## config.mk

```make
export PLATFORM = sky130hd
export DESIGN_NAME = mem_access_unit
export DESIGN_NICKNAME = d
export VERILOG_FILES = /design/src/rtl/mem_access_unit_pkg.sv /design/src/rtl/mem_access_unit_byte_lane.sv /design/src/rtl/mem_access_unit.sv
export SDC_FILE = /design/constraint.sdc
export NUM_CORES = 1
export LEC_CHECK = 0
export BUFFER_PORTS_ARGS = -buffer_cell sky130_fd_sc_hd__buf_2
export CAP_MARGIN = 5
export CELL_PAD_IN_SITES_DETAIL_PLACEMENT = 0
export CELL_PAD_IN_SITES_GLOBAL_PLACEMENT = 2
export CORE_AREA = 2 2 140 142
export CTS_CLUSTER_DIAMETER = 40
export DETAILED_ROUTE_END_ITERATION = 7
export DIE_AREA = 0 0 142 144
export PLACE_DENSITY = 0.83
export SLEW_MARGIN = 25
export SYNTH_ARGS = -nofsm -noshare
export SYNTH_HDL_FRONTEND = slang
export SYNTH_HIERARCHICAL = 1
export SYNTH_SLANG_ARGS = --single-unit
```

## constraint.sdc

```tcl
create_clock -name clk -period 3.5 [get_ports clk]
set_input_delay 0.525 -clock clk [delete_from_list [all_inputs] [get_ports clk]]
set_output_delay 0.525 -clock clk [all_outputs]
set_load 0.02 [all_outputs]
```

## src/rtl/mem_access_unit_pkg.sv

```systemverilog
// Shared project header for the data-memory access unit.
// Holds the data RAM size, the default word-address width derived from it,
// the CPU access-size encodings, the access FSM state encodings and the
// alignment rule shared by the FSM.
package mem_access_unit_pkg;

  localparam int DATA_W   = 32;
  localparam int RAM_SIZE = 4096;                   // data RAM size in bytes
  localparam int ADDR_W_DEF = $clog2(RAM_SIZE) - 2; // word-address width (10)

  typedef enum logic [1:0] {
    SZ_BYTE = 2'b00,
    SZ_HALF = 2'b01,
    SZ_WORD = 2'b10,
    SZ_RSVD = 2'b11
  } size_e;

  typedef enum logic [1:0] {
    IDLE   = 2'b00,
    ACCESS = 2'b01,
    WRITE  = 2'b10,
    DONE   = 2'b11
  } state_e;

  // An access is rejected when its size is reserved or its byte offset is not
  // a multiple of the access size.
  function automatic logic access_bad(input logic [1:0] size, input logic [1:0] off);
    logic bad;
    bad = 1'b0;
    case (size)
      SZ_HALF: bad = off[0];
      SZ_WORD: bad = (off != 2'b00);
      SZ_RSVD: bad = 1'b1;
      default: bad = 1'b0;
    endcase
    return bad;
  endfunction

endpackage

```

## src/rtl/mem_access_unit_byte_lane.sv

```systemverilog
// byte_lane: combinational lane handling for sub-word accesses.
//   size  - access size encoding (byte / half / word)
//   off   - byte offset inside the 32-bit word (addr[1:0])
//   sext  - sign-extend (1) or zero-extend (0) the extracted lane
//   word  - memory word read at the access address
//   wdata - right-aligned store data
//   ext    - loaded lane, right-aligned and extended
//   merged - memory word with only the addressed lane replaced by wdata
module byte_lane
  import mem_access_unit_pkg::*;
(
  input  logic [1:0]        size,
  input  logic [1:0]        off,
  input  logic              sext,
  input  logic [DATA_W-1:0] word,
  input  logic [DATA_W-1:0] wdata,
  output logic [DATA_W-1:0] ext,
  output logic [DATA_W-1:0] merged
);

  logic [DATA_W-1:0]        shifted;
  logic signed [7:0]        lane_b;
  logic signed [15:0]       lane_h;
  logic signed [DATA_W-1:0] lane_b_sx;
  logic signed [DATA_W-1:0] lane_h_sx;

  always_comb begin
    shifted   = word >> {off, 3'b000};
    lane_b    = shifted[7:0];
    lane_h    = shifted[15:0];
    // Signed-to-signed widening assignment replicates the lane's top bit.
    lane_b_sx = lane_b;
    lane_h_sx = lane_h;
    case (size)
      SZ_BYTE: ext = sext ? lane_b_sx : {24'd0, shifted[7:0]};
      SZ_HALF: ext = sext ? lane_h_sx : {16'd0, shifted[15:0]};
      default: ext = word;
    endcase
  end

  always_comb begin
    merged = word;
    case (size)
      SZ_BYTE: merged[{off, 3'b000} +: 8]        = wdata[7:0];
      SZ_HALF: merged[{off[1], 4'b0000} +: 16]   = wdata[15:0];
      default: merged = wdata;
    endcase
  end

endmodule

```

## src/rtl/mem_access_unit.sv

```systemverilog
// mem_access_unit: single-outstanding load/store unit between a CPU and a
// word-wide data memory with combinational read and posedge write.
//   clk, rst        - clock, synchronous active-high reset
//   req, wr, size,  - CPU request (accepted when ready=1), store select,
//   sext, addr,       access size, load sign-extend, byte address,
//   wdata             right-aligned store data
//   ready           - idle, a request is accepted this cycle
//   done, err       - one-cycle completion pulse, error flag valid with done
//   rdata           - load result, held until the next completed load
//   m_addr, m_din,  - memory word address, write data, write enable
//   m_we, m_dout      and combinational read data
// Sub-word stores are read-modify-write: the word is read in ACCESS, merged,
// and written back in WRITE.
module mem_access_unit
  import mem_access_unit_pkg::*;
#(
  parameter int ADDR_W = ADDR_W_DEF
) (
  input  logic              clk,
  input  logic              rst,
  input  logic              req,
  input  logic              wr,
  input  logic [1:0]        size,
  input  logic              sext,
  input  logic [31:0]       addr,
  input  logic [31:0]       wdata,
  output logic              ready,
  output logic              done,
  output logic              err,
  output logic [31:0]       rdata,
  output logic [ADDR_W-1:0] m_addr,
  output logic [31:0]       m_din,
  output logic              m_we,
  input  logic [31:0]       m_dout
);

  state_e state_q, state_d;

  logic              wr_p0;
  logic [1:0]        size_p0;
  logic              sext_p0;
  logic [ADDR_W+1:0] addr_p0;
  logic [31:0]       wdata_p0;
  logic [31:0]       merged_p1;
  logic [31:0]       rdata_q;

  logic              bad;
  logic              load_en;
  logic              merge_en;
  logic [31:0]       lane_ext;
  logic [31:0]       lane_merged;

  logic              unused_addr;
  assign unused_addr = ^addr[31:ADDR_W+2];

  assign bad    = access_bad(size_p0, addr_p0[1:0]);
  assign m_addr = addr_p0[ADDR_W+1:2];
  assign rdata  = rdata_q;

  byte_lane u_lane (
    .size   (size_p0),
    .off    (addr_p0[1:0]),
    .sext   (sext_p0),
    .word   (m_dout),
    .wdata  (wdata_p0),
    .ext    (lane_ext),
    .merged (lane_merged)
  );

  always_ff @(posedge clk) begin
    if (rst) state_q <= IDLE;
    else     state_q <= state_d;
  end

  // m_we is gated by rst so a write cycle that coincides with reset is dropped.
  always_comb begin
    state_d  = state_q;
    ready    = 1'b0;
    done     = 1'b0;
    err      = 1'b0;
    m_we     = 1'b0;
    m_din    = merged_p1;
    load_en  = 1'b0;
    merge_en = 1'b0;
    case (state_q)
      IDLE: begin
        ready = 1'b1;
        if (req) state_d = ACCESS;
      end
      ACCESS: begin
        state_d = DONE;
        if (!bad) begin
          if (!wr_p0) begin
            load_en = 1'b1;
          end else if (size_p0 == SZ_WORD) begin
            m_we  = !rst;
            m_din = wdata_p0;
          end else begin
            merge_en = 1'b1;
            state_d  = WRITE;
          end
        end
      end
      WRITE: begin
        m_we    = !rst;
        state_d = DONE;
      end
      DONE: begin
        done    = 1'b1;
        err     = bad;
        state_d = IDLE;
      end
      default: state_d = IDLE;
    endcase
  end

  // Stage p0: request capture at accept
  always_ff @(posedge clk) begin
    if (ready && req) begin
      wr_p0    <= wr;
      size_p0  <= size;
      sext_p0  <= sext;
      addr_p0  <= addr[ADDR_W+1:0];
      wdata_p0 <= wdata;
    end
  end

  // Stage p1: merged word for the read-modify-write path
  always_ff @(posedge clk) begin
    if (merge_en) merged_p1 <= lane_merged;
  end

  always_ff @(posedge clk) begin
    if (rst)          rdata_q <= '0;
    else if (load_en) rdata_q <= lane_ext;
  end

endmodule

```

**Yosys cells after proc, flatten, opt, wreduce, memory -nomap -nowiden**

Index checks and enable logic that the tools add are counted.

- Shift-type cells: 5
- Reduce and logical (&&, ||, !) cells: 5
- Multiplexer cells: 30
- Add/sub/neg operators: 2
- Equality and inequality tests: 7

Operators by type and width:

| cell | count |
|---|---|
| $mux 32 | 6 |
| $pmux 32 s2 | 2 |
| $bwmux 32 | 2 |
| $shift 16x7->32 const A | 1 |
| $shift 8x7->32 const A | 1 |
| $shiftx 16x7->32 | 1 |
| $shiftx 8x7->32 | 1 |
| $shr 32x5->16 | 1 |
| $mux 1 | 16 |
| $neg 5->7 | 2 |
| $eq 2x2->1 const B | 4 |
| $pmux 2 s4 | 1 |
| $eq 2x1->1 const B | 2 |
| $logic_not 2->1 | 2 |
| $pmux 1 s3 | 1 |
| $mux 2 | 1 |
| $ne 2x2->1 const B | 1 |
| $pmux 1 s2 | 1 |
| $reduce_bool 2->1 | 1 |
| $logic_and 1x1->1 | 1 |
| $logic_not 1->1 | 1 |

- Flip-flop bits (word level): 114
- Output and inout port bits: 78
- Logic and storage cells: 57
- Input port bits: 103

**Longest topological paths before layout**

Gate-level depths: netlist of the first run.

- Depth after elaboration: 5
- Mapped depth: 9
- Mapped depth without buffers: 6

**Cells and area by module**

Netlist of the first run, hierarchy kept.

By module, submodules not included:

| module | instances | area each (µm²) | cells each | sequential area each (µm²) |
|---|---|---|---|---|
| mem_access_unit | 1 | 4488.1 | 292 | 3083.0 |
| byte_lane | 1 | 2018.2 | 308 | 0.0 |

**Least setup slack after synthesis of the first run**

Ideal clock, no wire load.

- Path kind: register to register
- From: register state_q[0]
- To: register addr_p0[0], enable pin
- Buffers on the path: 0
- Period minus slack after synthesis: 2.352 ns
- Required time: 3.090 ns
- Arrival: 1.942 ns
- Setup time: 0.410 ns
- Cell stages (with the launch flop): 4
- Setup slack: 1.148 ns
- Cells stage by stage: dfxtp_1 -> inv_1 -> ha_1 -> and2_1

- Longest elaborated chain between the ends: 3

Ends and longest elaborated chain:

| what | line | RTL |
|---|---|---|
| from (decl) | mem_access_unit.sv:37 | `state_e state_q, state_d;` |
| from (signal assigned) | mem_access_unit.sv:72 | `else state_q <= state_d;` |
| $logic_not 2->1 | mem_access_unit.sv:85 | `case (state_q)` |
| $mux 1 | mem_access_unit.sv:85 |  |
| named net ready | mem_access_unit.sv:27 | `output logic ready,` |
| $logic_and 1x1->1 | mem_access_unit.sv:119 | `if (ready && req) begin` |
| to (signal assigned) | mem_access_unit.sv:123 | `addr_p0 <= addr[ADDR_W+1:0];` |
| to (decl) | mem_access_unit.sv:42 | `logic [ADDR_W+1:0] addr_p0;` |

The timed path passes the listed nets, and every way through them passes these cells.
A chain may end at the register's enable or synchronous reset.

**Worst setup path in the final report of the first run**

- From: register size_p0[0]
- To: output m_din[29]

- Longest elaborated chain between the ends: 5
- Elaborated cells between the ends (all ways): 8
- Classes of those cells: 3 x eq/ne; 5 x mux

Ends and longest elaborated chain:

| what | line | RTL |
|---|---|---|
| from (decl) | mem_access_unit.sv:40 | `logic [1:0] size_p0;` |
| from (signal assigned) | mem_access_unit.sv:121 | `size_p0 <= size;` |
| $eq 2x2->1 | mem_access_unit_pkg.sv:30, mem_access_unit.sv:95 |  |
| $mux 32 | mem_access_unit.sv:95 | `end else if (size_p0 == SZ_WORD) begin` |
| $mux 32 | mem_access_unit.sv:93 | `if (!wr_p0) begin` |
| $mux 32 (*) | mem_access_unit.sv:92 | `if (!bad) begin` |
| $mux 32 (*) | mem_access_unit.sv:85 |  |
| to (decl) | mem_access_unit.sv:32 | `output logic [31:0] m_din,` |

Every way passes the cells marked *; elsewhere a longest branch is shown, timed or not.

==> results of run 1 <==
## worst max path at each step
stage	end	slack [ps]
finish	m_din[29]	340
detailed placement	m_din[22]	750
floorplan	addr_p0[0]	1150
global route	m_din[22]	220
CTS	m_din[22]	290
global placement	m_din[25]	790
## through the flow
stage	hold WS (ps)	utilization [%]	instance area, µm²	cells	power (mW)
floorplan	529	-	6510	600	3.07
global placement	443	38.8	7390	959	3.47
detailed placement	449	38.8	7390	959	3.51
CTS	259	41.8	7970	991	5.23
global route	251	41.8	7970	991	5.46
finish	272	41.8	7970	992	5.19
## where the power goes
part	internal (mW)	leakage [nW]	switching (mW)
sequential	1.76	1.02	0.155
combinational	0.606	2.09	0.969
clock	0.997	0.274	0.713
## cells in the final DEF (no fill, tap or decap), types with 2 or more instances in the layout
cell and instances:
and4_1 2, o221ai_1 16, edfxtp_1 80, a22o_1 7
nor2b_1 34, clkinvlp_4 3, or3_1 8, clkbuf_16 17
mux2i_1 56, nand2_2 5, inv_6 8, mux2_2 18
inv_1 6, clkinv_1 2, buf_2 160, nand2_1 128
dfxtp_1 34, o21ai_0 26, o221a_2 2, a22oi_1 22
o21a_1 2, buf_4 12, mux2_4 29, nor2_1 10
ha_1 9, a21oi_1 29
## critical path: stages, from the launching register on
cell	delay [ps]
edfxtp_1	350
buf_4	220
nor4b_2	330
nand3_2	460
buf_4	380
mux2_4	310
buf_2	160
## metal layers
metal / routed length, µm / share of wire (%) / vias up / track usage, %
met5: 0 / 0 / - / 0
met4: 515 / 2.7 / 0 / 8.00
met3: 1160 / 6.1 / 36 / 4.21
met2: 9200 / 48 / 206 / 30.0
met1: 8290 / 43 / 2512 / 24.1
li1: - / - / 2448 / -
## area by class of cell
cell class,instances,area share [%]
diodes,1,0.0314
clock buffers,17,5.34
clock inverters,15,1.85
inverters,8,0.377
multi-input cells,426,38.6
flip-flops and latches,114,38.7
well taps,238,3.74
repair buffers,173,11.4
## cells by family after synthesis
kind of cell | Yosys count | synth area share, %
buffers and inverters | 60 | 5.63
adder cells (fa/ha/maj) | 9 | 1.73
AND/OR/NAND/NOR | 200 | 14.4
flip-flops | 114 | 47.4
AO/OA/AOI/OAI | 112 | 11.9
multiplexers | 105 | 19.0
## registers in the layout (all words and copies together) (netlist names)
signal / cells
rdata: 32
merged_p1: 32
size_p0: 2
wr_p0: 1
state_q: 2
sext_p0: 1
addr_p0: 12
wdata_p0: 32
==> out/results.ini, run 1 <==
[floorplan]
die_x_um = 142
die_h_um = 144
die_area_um2 = 20400
io_pins = 181
design.core.area_um2 = 19100
rows = 51
start_util_pct = 34.1

[hold_path]
hold-path-cell-count = 1
min_to = addr_p0[9]
min_from = addr[9]
holdCritPathClass = in -> reg

[clock_tree]
root_buffer = clkbuf_16
clock_latency_ps = 430
cts_max_path_buffers = 2
clock_sinks = 114
cts_tree = done
hold_buffers = 0
cts_resized = 0
cts_setup_buffers = 0
cts.clk_slew.worst_paths_ps = 60
numCtsBuffers = 17
htreeDepth = 4

[detailed_routing]
vias = 5202
antenna_left = 0
dr.pass1.iters = 5
wl_per_cell_um = 19.3
detail_route.wirelength_mm = 19.2
drt_iter0_drc = 402
viasPerCell = 5.24
drc_errors = 0

[worst_setup_path]
required_ps = 2970
cp-start-kind = flip-flop
worstRegToRegCells = 6
worst-path-max-fanout = 20
cp-startpoint = size_p0[0]
rrSetupSlack_ps = 750
critPathCaptureType = output pin
arrival_ps = 2640
r2r-start = addr_p0[0]
crit_type = reg -> out
r2r_end = merged_p1[21]

[sta]
setup_ws_ps = 335
maxSlewViolCount = 0
slew_headroom_pct = 46.8
finalSetupTns_ps = 0
tightest_slew_ps = 798
setup_viol = 0
max_freq_ghz = 0.316
rsz0062_at_grt = no
hold_viol = 0
period_minus_slack_ps = 3160
finalCritPeriodShare_pct = 90.4
fin_skew_ps = 8.33

[final_layout]
syn2layout_area_growth_pct = 22.5
n_fill_cell = 1848
layout-drive-gt1-share_pct = 35.9
multi_input_area_um2 = 3070
final-seq-area_um2 = 3080
nets = 852

[power_and_ir_drop]
powerDensity_nw_per_um2 = 652
leakage_nw = 3.39
vdd_drop_max_mv = 0.398

[placement]
dp_hpwl_mm = 13.6
gp_congestion = 0.821
port_buffers = 160
pre_cts_slack_ps = 753

[yosys]
synthTopCellsByCount = nand2_1 (128), edfxtp_1 (80), mux2i_1 (56)
synth-main-ff-cell = edfxtp_1
avgSynthCellArea_um2 = 10.8
synth_top_area_cell = edfxtp_1
synth.most_common_cell = nand2_1
synthCells = 600
synth_warnings = 6
yosys-top-cells-area = edfxtp_1 (37%), dfxtp_1 (10%), mux2i_1 (8.6%)
ys_seq_elements = 114
synth_edf_count = 80
synthDominantCellAreaShare_pct = 36.9
yosys.cell_types.count = 48
synthArstFlopShare_pct = 0
synth_area_um2 = 6510
syn_nets = 712
ys_seq_area_share_pct = 47.4

[global_routing]
grt_antenna_before_repair = 0
grt_pass1_wl_mm = 28.8
grt.overflow.total = 0
grt_max_degree = 81
grt_pass1_vias = 5111
grt_util_all_layers_pct = 18.6

[run_status]
status = complete, no violations

[run]
maxCapViolCount = 0

No activity file was read; power rests on OpenSTA's default activity.
==> run 2, diff against run 1 <==
--- a/config.mk
+++ b/config.mk
@@ -13,6 +13,7 @@
 export CTS_CLUSTER_DIAMETER = 40
 export DETAILED_ROUTE_END_ITERATION = 7
 export DIE_AREA = 0 0 142 144
+export GPL_TIMING_DRIVEN = 0
 export PLACE_DENSITY = 0.83
 export SLEW_MARGIN = 25
 export SYNTH_ARGS = -nofsm -noshare
==> run 2 against run 1 <==
Compared with the run above:
- total power up 2.4%
- design area up 3.2%
- combinational power up 5%
- clock skew up 3.0 ps
- first-iteration DRC count up 29%
- die area unchanged
- global-route usage up 1.0 points
- final cell count up 4.0%
- setup slack better by 310 ps
- non-clock buffer count up 40
- critical path depth up 2
- critical path type is now reg -> reg
- largest cell class unchanged
- highest routed layer unchanged
==> out/results.ini, run 2 (synthesis results as in run 1) <==
[run_status]
status = complete, no violations

[final_layout]
finalCoreUtilization_pct = 43.1  ; +1.3 points
n_fill_cell = 1838  ; -0.54%
nets = 892  ; +4.7%
layoutNonFillerInstCount = 1032  ; +4.0%
layout_commonest_cell = buf_2
layout_common_cells = buf_2 (171), nand2_1 (128), edfxtp_1 (80)
layout-drive-gt1-share_pct = 36.8  ; +0.97 points
final-seq-area_um2 = 3080  ; unchanged
multi_input_area_um2 = 3060  ; -0.41%
syn2layout_area_growth_pct = 26.4

[floorplan]
io_pins = 181  ; unchanged
die_area_um2 = 20400  ; unchanged
start_util_pct = 34.1  ; unchanged
die_h_um = 144  ; unchanged
die_x_um = 142  ; unchanged
rows = 51  ; unchanged
design.core.area_um2 = 19100  ; unchanged

[sta]
slew_headroom_pct = 54.3  ; +7.5 points
tightest_slew_ps = 681  ; -117 ps
setup_viol = 0  ; unchanged
maxSlewViolCount = 0  ; unchanged
max_freq_ghz = 0.351  ; +11%
period_minus_slack_ps = 2850  ; -315 ps
rsz0062_at_grt = no
hold_viol = 0  ; unchanged
finalCritPeriodShare_pct = 81.4  ; -9.0 points
finalSetupTns_ps = 0  ; unchanged
fin_skew_ps = 11.3  ; +2.99 ps

[worst_setup_path]
critical_path.n_buffers_inverters = 3  ; unchanged
required_ps = 3710  ; +740 ps
worst-path-max-fanout = 12  ; -40%
critPathCaptureType = flip-flop
max_stage_delay_ps = 570  ; +110 ps
cp-start-kind = flip-flop
cp_top_family = buffers and inverters
crit_type = reg -> reg
path_cells = buf_6, clkinv_1, ha_1, nor2_1, and4_1, clkbuf_1, a21oi_1, o21ai_0
arrival_ps = 3060  ; +420 ps
slowest_stage = edfxtp_1

[placement]
gp_congestion = 0.862  ; +5.1%
dp_hpwl_mm = 15.4  ; +13%
dp.cells = 999  ; +4.2%
port_buffers = 160  ; unchanged

[power_and_ir_drop]
vdd_drop_max_mv = 0.593  ; +49%
powerDensity_nw_per_um2 = 647  ; -0.76%
leakage_nw = 3.53  ; +4.2%

[clock_tree]
hold_buffers = 0  ; unchanged
cts.clk_slew.worst_paths_ps = 60  ; about the same
clock_sinks = 114  ; unchanged
cts_resized = 0  ; unchanged
htreeDepth = 4  ; unchanged
cts_setup_buffers = 0  ; unchanged
numCtsBuffers = 17  ; unchanged
root_buffer = clkbuf_16
cts_max_path_buffers = 2  ; unchanged
clock_latency_ps = 420  ; about the same
cts_tree = done

[detailed_routing]
viasPerCell = 5.19  ; -1.1%
drc_errors = 0  ; unchanged
antenna_left = 0  ; unchanged
drt_iter0_drc = 520  ; +29%
dr.pass1.iters = 5  ; unchanged
detail_route.wirelength_mm = 20.3  ; +5.7%
wl_per_cell_um = 19.6  ; +1.6%
vias = 5352  ; +2.9%

[global_routing]
grt.overflow.total = 0  ; unchanged
grt_antenna_before_repair = 1  ; +1
grt_util_all_layers_pct = 19.6  ; +1.0 points
grt_max_degree = 49  ; -40%
grt_pass1_vias = 5089  ; -0.43%
grt_pass1_wl_mm = 30.0  ; +3.9%

[hold_path]
holdCritPathClass = in -> reg

[run]
maxCapViolCount = 0  ; unchanged

-- run 2: cell count changes in the layout (fill, tap and decap cells not counted), moves of 3 or more --
cell / change
clkbuf_1: +16
buf_2: +11
inv_6: -5
clkinv_2: +3
buf_6: +11
clkinv_4: +4
-- run 2: worst paths after layout --
check,endpoint,depth (start not counted),start,slack [ps]
setup / recovery,merged_p1[12],8,addr_p0[0],650
hold / removal,addr_p0[4],1,addr[4],270
setup reg to reg,merged_p1[12],8,addr_p0[0],650
hold reg to reg,rdata[30],2,rdata[30],460
-- run 2: worst register-to-register path, stage by stage (launching register included) --
cell and delay (ps):
edfxtp_1 570, buf_6 200, clkinv_1 350, ha_1 410
nor2_1 170, and4_1 210, clkbuf_1 340, a21oi_1 120
o21ai_0 280
-- run 2: layout make-up --
class                   count  share of cell area, %
diodes                      1                 0.0304
well taps                 238                   3.62
inverters                   8                  0.365
multi-input cells         426                   37.2
clock inverters            15                   1.92
repair buffers            161                   10.1
clock buffers              17                   5.17
plain buffers              52                   4.09
flip-flops and latches    114                   37.5
-- run 2: where the power goes --
part / leakage [nW] / total, mW / switching [mW] / internal [mW]
logic: 2.22 / 1.65 / 0.986 / 0.664
clock network: 0.288 / 1.73 / 0.679 / 1.05
registers: 1.02 / 1.94 / 0.178 / 1.76
total: 3.53 / 5.32 / 1.84 / 3.47
-- run 2: routing by layer --
layer  share of wire (%)  GRT usage [%]
met1                  44           26.2
met2                  47           31.1
met3                 6.3           4.50
met4                 2.2           7.26
met5                   0              0
-- run 2: metrics by stage --
step           hold slack, ps  total power [mW]  worst slack (ps)  cell area, µm²
2_1_floorplan             529              3.07              1150            6510
3_3_place_gp              447              3.57               792            7600
3_5_place_dp              447              3.61               718            7640
4_1_cts                   254              5.36               652            8220
5_1_grt                   255              5.58               343            8220
6_report                  267              5.32               650            8220
